## src/rtl/rsa_job_arbiter_pkg.sv

```systemverilog
// Shared definitions for the RSA job arbiter: default widths/limits and FSM state type.
package rsa_job_arbiter_pkg;

  localparam int unsigned RSA_BITS           = 32;
  localparam int unsigned RSA_TIMEOUT_CYCLES = 4096;

  typedef enum logic [2:0] {
    RSA_ARB_IDLE,
    RSA_ARB_SETUP,
    RSA_ARB_RUN,
    RSA_ARB_DONE,
    RSA_ARB_ABORT
  } arb_state_e;

endpackage

```

## src/rtl/rsa_job_arbiter_rr_pick.sv

```systemverilog
// Two-way round-robin picker: on a tie the requester that did not own the engine last wins.
module rsa_rr_pick
  import rsa_job_arbiter_pkg::*;
(
  input  logic req0,
  input  logic req1,
  input  logic last_owner,
  output logic valid,
  output logic winner
);

  always_comb begin
    valid  = req0 | req1;
    winner = 1'b0;
    if (req0 && req1) begin
      winner = ~last_owner;
    end else if (req1) begin
      winner = 1'b1;
    end
  end

endmodule

```

## src/rtl/rsa_job_arbiter.sv

```systemverilog
// Shares one RSA exponent engine between two requesters: RR grant, operand latch, GO sequencing.
// Optional RUN-state watchdog enabled by defining RSA_ARB_TIMEOUT_EN.
module rsa_job_arbiter
  import rsa_job_arbiter_pkg::*;
#(
  parameter int unsigned BITS           = RSA_BITS,
  parameter int unsigned TIMEOUT_CYCLES = RSA_TIMEOUT_CYCLES
) (
  input  logic            sysclk,
  input  logic            sysreset_n,
  input  logic            req0,
  input  logic            req1,
  input  logic [BITS-1:0] m0,
  input  logic [BITS-1:0] e0,
  input  logic [BITS-1:0] n0,
  input  logic [BITS-1:0] m1,
  input  logic [BITS-1:0] e1,
  input  logic [BITS-1:0] n1,
  output logic            gnt0,
  output logic            gnt1,
  output logic            done0,
  output logic            done1,
  output logic [BITS-1:0] result,
  output logic            err,
  output logic            eng_go,
  output logic [BITS-1:0] eng_m,
  output logic [BITS-1:0] eng_e,
  output logic [BITS-1:0] eng_n,
  input  logic [BITS-1:0] eng_r,
  input  logic            eng_d,
  output logic            busy
);

  arb_state_e      state_q, state_d;
  logic            owner_q, owner_d;
  logic            last_owner_q, last_owner_d;
  logic [BITS-1:0] eng_m_q, eng_m_d, eng_e_q, eng_e_d, eng_n_q, eng_n_d;
  logic [BITS-1:0] result_q, result_d;
  logic            err_q, err_d;
  logic            pick_valid, pick_winner, owner_req, timeout_hit;

  rsa_rr_pick u_pick (
    .req0       (req0),
    .req1       (req1),
    .last_owner (last_owner_q),
    .valid      (pick_valid),
    .winner     (pick_winner)
  );

  assign owner_req = owner_q ? req1 : req0;

`ifdef RSA_ARB_TIMEOUT_EN
  localparam int unsigned CNT_W = $clog2(TIMEOUT_CYCLES) + 1;
  logic [CNT_W-1:0] cnt_q, cnt_d;

  // cnt_q counts completed RUN cycles, so the limit hits on the TIMEOUT_CYCLES-th RUN cycle
  assign timeout_hit = (state_q == RSA_ARB_RUN) && (cnt_q == CNT_W'(TIMEOUT_CYCLES - 1));

  always_comb begin
    cnt_d = cnt_q;
    if (state_q == RSA_ARB_SETUP) begin
      cnt_d = '0;
    end else if (state_q == RSA_ARB_RUN) begin
      cnt_d = cnt_q + CNT_W'(1);
    end
  end

  always_ff @(posedge sysclk or negedge sysreset_n) begin
    if (!sysreset_n) cnt_q <= '0;
    else             cnt_q <= cnt_d;
  end
`else
  logic unused_timeout_cfg;
  assign unused_timeout_cfg = ^TIMEOUT_CYCLES;
  assign timeout_hit        = 1'b0;
`endif

  always_comb begin
    state_d      = state_q;
    owner_d      = owner_q;
    last_owner_d = last_owner_q;
    eng_m_d      = eng_m_q;
    eng_e_d      = eng_e_q;
    eng_n_d      = eng_n_q;
    result_d     = result_q;
    err_d        = err_q;
    case (state_q)
      RSA_ARB_IDLE: begin
        if (pick_valid) begin
          state_d      = RSA_ARB_SETUP;
          owner_d      = pick_winner;
          last_owner_d = pick_winner;
          eng_m_d      = pick_winner ? m1 : m0;
          eng_e_d      = pick_winner ? e1 : e0;
          eng_n_d      = pick_winner ? n1 : n0;
        end
      end
      RSA_ARB_SETUP: begin
        if (!owner_req) begin
          state_d = RSA_ARB_ABORT;
        end else if (eng_n_q < BITS'(2)) begin
          state_d  = RSA_ARB_DONE;
          result_d = '0;
          err_d    = 1'b1;
        end else begin
          state_d = RSA_ARB_RUN;
        end
      end
      RSA_ARB_RUN: begin
        // abort takes priority over a same-cycle engine completion
        if (!owner_req) begin
          state_d = RSA_ARB_ABORT;
        end else if (eng_d) begin
          state_d  = RSA_ARB_DONE;
          result_d = eng_r;
          err_d    = 1'b0;
        end else if (timeout_hit) begin
          state_d  = RSA_ARB_DONE;
          result_d = '0;
          err_d    = 1'b1;
        end
      end
      RSA_ARB_DONE:  state_d = RSA_ARB_IDLE;
      RSA_ARB_ABORT: state_d = RSA_ARB_IDLE;
      default:       state_d = RSA_ARB_IDLE;
    endcase
  end

  always_ff @(posedge sysclk or negedge sysreset_n) begin
    if (!sysreset_n) begin
      state_q      <= RSA_ARB_IDLE;
      owner_q      <= 1'b0;
      last_owner_q <= 1'b1;
      eng_m_q      <= '0;
      eng_e_q      <= '0;
      eng_n_q      <= '0;
      result_q     <= '0;
      err_q        <= 1'b0;
    end else begin
      state_q      <= state_d;
      owner_q      <= owner_d;
      last_owner_q <= last_owner_d;
      eng_m_q      <= eng_m_d;
      eng_e_q      <= eng_e_d;
      eng_n_q      <= eng_n_d;
      result_q     <= result_d;
      err_q        <= err_d;
    end
  end

  always_comb begin
    gnt0   = 1'b0;
    gnt1   = 1'b0;
    done0  = 1'b0;
    done1  = 1'b0;
    if (state_q == RSA_ARB_SETUP || state_q == RSA_ARB_RUN || state_q == RSA_ARB_DONE) begin
      gnt0 = ~owner_q;
      gnt1 = owner_q;
    end
    if (state_q == RSA_ARB_DONE) begin
      done0 = ~owner_q;
      done1 = owner_q;
    end
    eng_go = (state_q == RSA_ARB_RUN);
    busy   = (state_q != RSA_ARB_IDLE);
  end

  assign eng_m  = eng_m_q;
  assign eng_e  = eng_e_q;
  assign eng_n  = eng_n_q;
  assign result = result_q;
  assign err    = err_q;

endmodule

```

## config.mk

```make
export PLATFORM = sky130hd
export DESIGN_NAME = rsa_job_arbiter
export DESIGN_NICKNAME = d
export VERILOG_FILES = /design/src/rtl/rsa_job_arbiter_pkg.sv /design/src/rtl/rsa_job_arbiter_rr_pick.sv /design/src/rtl/rsa_job_arbiter.sv
export SDC_FILE = /design/constraint.sdc
export NUM_CORES = 1
export LEC_CHECK = 0
export ABC_AREA = 1
export CAP_MARGIN = 40
export CORE_AREA = 4 4 140 142
export DETAILED_ROUTE_END_ITERATION = 16
export DIE_AREA = 0 0 144 146
export PLACE_DENSITY = 0.75
export SLEW_MARGIN = 20
export SYNTH_ARGS = -nofsm -noshare
export SYNTH_HDL_FRONTEND = slang
export SYNTH_HIERARCHICAL = 1
export SYNTH_SLANG_ARGS = --single-unit
export TNS_END_PERCENT = 1
```

## constraint.sdc

```tcl
create_clock -name sysclk -period 4.45 [get_ports sysclk]
set_input_delay 0.445 -clock sysclk [delete_from_list [all_inputs] [get_ports sysclk]]
set_output_delay 0.445 -clock sysclk [all_outputs]
set_load 0.01 [all_outputs]
```

==> impl_summary.txt <==
----------------------------------------------------
[Power]
  Peak supply drop ... 0.0003234 V
  Leak Pwr ... 5.197 nW
  Cell area power density ... 572.0 nW/um^2

[Yosys]
  Synthesized Nets ... 1131
  Synthesized cell area ... 6914 um^2
  Post-Syn Instances ... 902
  YS warnings ... 6
  Unique masters post-synth ... 25
  Mean cell area of the mapped netlist ... 7.665 um^2
  Yosys reg bits ... 134
  Proportion of synthesized chip area in sequential cells ... 0.4852

[Die]
  Die span in y ... 146 um
  Starting density of the core ... 0.3746
  Row cnt ... 50
  Die extent in x ... 144 um
  Full die area ... 21020 um^2
  Number of ports placed on the die boundary ... 364
  Core Footprint ... 18460 um^2

[Timing]
  Setup tns final ... 0 ns
  Tightest Pin Transition ... 0.8107 ns
  Share of the clock period used by the worst path ... 0.6164
  Hold Slack ... 0.04492 ns
  Setup repair after global routing missed its margin ... false
  Slew margin rel. ... 0.4595
  Pins Over Slew Limit ... 0
  Final count of negative-setup-slack endpoints ... 0
  Period minus WS final ... 2.743 ns
  Top achievable clock speed ... 364.5 MHz
  Total count of hold-check failures in the final report ... 0
  Worst setup skew after layout ... 0.01009 ns

[Place]
  Placed cell areas ... 10730 um^2
  Count of placed standard cells including taps ... 1454
  Global placer's final weighted congestion ... 0.8280
  Post-DP HPWL ... 16.91 mm
  Input/output buffers ... 363

[Worst setup path]
  Worst reg2reg path startpoint ... state_q[2]$_DFFE_PN0P_
  Crit path max fanout ... 34
  FF-to-FF End ... result[30]$_DFFE_PN0P_
  Worst-case register-to-register setup slack ... 2.20 ns
  Startpoint Class ... register
  Capture point of the critical path ... eng_go
  Worst setup EP type ... primary output
  Data required time at the worst endpoint ... 4.01 ns
  WP data arrival ... 2.30 ns
  Crit. Startpoint ... state_q[2]$_DFFE_PN0P_
  Worst reg-to-reg path cell count ... 9
  Setup Crit Path Kind ... register to primary output

[Run]
  Number of max-cap violations ... 0

[CTS]
  Post-cts hold buffer count ... 0
  Post-cts sizing count ... 0
  Deepest clock path buffer count ... 2
  Clk sink count ... 134
  Clock slew at the register clock pins of the worst setup and hold paths ... 0.06 ns
  Clock Tree Root ... clkbuf_16
  TritonCTS clock tree ... built
  H-Tree Depth ... 4
  Worst skew pair latency ... 0.41 ns
  Number of buffers inserted by post-CTS setup repair ... 0
  Number of buffers added by the clock tree synthesis step ... 17

[Hold path]
  Worst hold path class ... input pin to async pin

[Finish]
  Final Instance Count excl. Fillers ... 1486
  Final core utilization ... 0.6156
  Post-route cell area ... 11360 um^2
  Ratio of cells with drive above 1 in the final layout ... 0.05272
  Area Overhead vs Synth ... 64.31%
  Count of inserted antenna diode cells ... 0
  # nets final ... 1468

[Drt]
  Vias after detailed routing ... 6893
  Via/cell ratio ... 4.639
  Remaining routing DRC violations ... 0
  First-pass iteration count of the detailed router ... 5
  Number of DRC markers after the initial detailed-route iteration ... 259
  Routed wire length ... 21.99 mm
  Number of routed nets with antenna violations ... 0
  Routed len/inst ... 14.80 um

[Global routing]
  Antenna violations before repair ... 2
  Global-route wire length before repair ... 33.92 mm
  Pin count of the biggest net entering global routing ... 98
  Global route overflow ... 0
  Number of global-route vias before repair ... 6668
  GRT Total Usage ... 0.2044

[Outcome]
  Run status ... finished clean

----------------------------------------------------
-- state kept, by name, indices dropped and copies added (netlist names) --
name	flops
err	1
eng_n	32
eng_m	32
last_owner_q	1
eng_e	32
state_q	3
owner_q	1
result	32
-- how the worst min path moves through the flow --
stage,startpoint,to,slack [ns],cells past startpoint
global route,sysreset_n,eng_e[11]$_DFFE_PN0P_,0.08,1
floorplan,sysreset_n,eng_e[0]$_DFFE_PN0P_,0.15,0
global placement,err$_DFFE_PN0P_,err$_DFFE_PN0P_,0.46,2
detailed placement,err$_DFFE_PN0P_,err$_DFFE_PN0P_,0.47,2
CTS,sysreset_n,eng_e[11]$_DFFE_PN0P_,0.06,1
finish,sysreset_n,eng_e[11]$_DFFE_PN0P_,0.04,1
-- cells by family (layout without fill, tap and decap cells) --
family          after synthesis  after routing  synth area share
compound gates              200            200            0.1821
buf+inv                     198            548            0.1173
flops                       134            134            0.4852
simple gates                370            370            0.2155
-- worst max-delay path, cell delays in order, from the launching register on --
cell	delay (ns)
dfrtp_1	0.38
inv_1	0.10
nand3_2	0.58
inv_2	0.25
clkdlybuf4s50_1	0.59
-- through the flow --
step	worst slack [ns]	power, mW
3_3_place_gp	1.695	4.967
2_1_floorplan	2.841	3.463
4_1_cts	1.666	6.597
5_1_grt	1.534	6.932
6_report	1.707	6.499
3_5_place_dp	1.947	5.076
-- layer usage --
| layer | GRT usage | share of wire | vias to the layer above |
|---|---|---|---|
| li1 | - | - | 3472 |
| met1 | 0.2322 | 0.39 | 3106 |
| met2 | 0.3592 | 0.49 | 277 |
| met3 | 0.06802 | 0.096 | 34 |
| met4 | 0.06450 | 0.021 | 4 |
| met5 | 0 | 0.0012 | - |
-- synth_stat cells (all sizes together) --
cell type,count,area [um^2]
nand2,272,1056
o21bai,1,18.77
dfrtp,133,3328
a21oi,2,10.01
buf,38,210.2
dfstp,1,26.28
o21ai,99,495.5
clkbuf,16,60.06
inv,144,540.5
nor2,60,237.7
nand3,37,190.2
or2,1,6.260
o211ai,5,37.54
o22ai,1,6.260
o21a,91,683.2
a21boi,1,7.510
-- layout by cell type, fill, tap and decap left out, types with 2 or more instances in the layout --
cell	n
dfrtp_1	133
inv_6	3
buf_12	3
nand3_1	36
bufinv_16	3
clkbuf_16	17
clkinv_4	4
o21ai_1	2
inv_1	141
buf_16	2
o21ai_0	97
clkbuf_8	3
clkinvlp_4	2
inv_2	3
nand2_1	258
o211ai_1	5
clkdlybuf4s50_1	362
nand2_2	14
nor2_2	2
nor2_1	57
buf_4	4
o21a_1	91
-- power breakdown --
group / switching, mW / internal [mW] / total [mW]
clock: 0.546 / 0.936 / 1.48
combinational: 1.42 / 1.59 / 3.00
sequential: 0.292 / 1.72 / 2.01
-- cell type report --
cell class	instances	area, um^2
inverters	144	540.5
multi-input cells	570	2760
flip-flops and latches	134	3354
repair buffers	372	3780
clock buffers	20	466.7
fillers	1615	7094
clock inverters	12	166.4
well taps	234	292.8
Note: power is estimated with default switching activity, not from simulation.
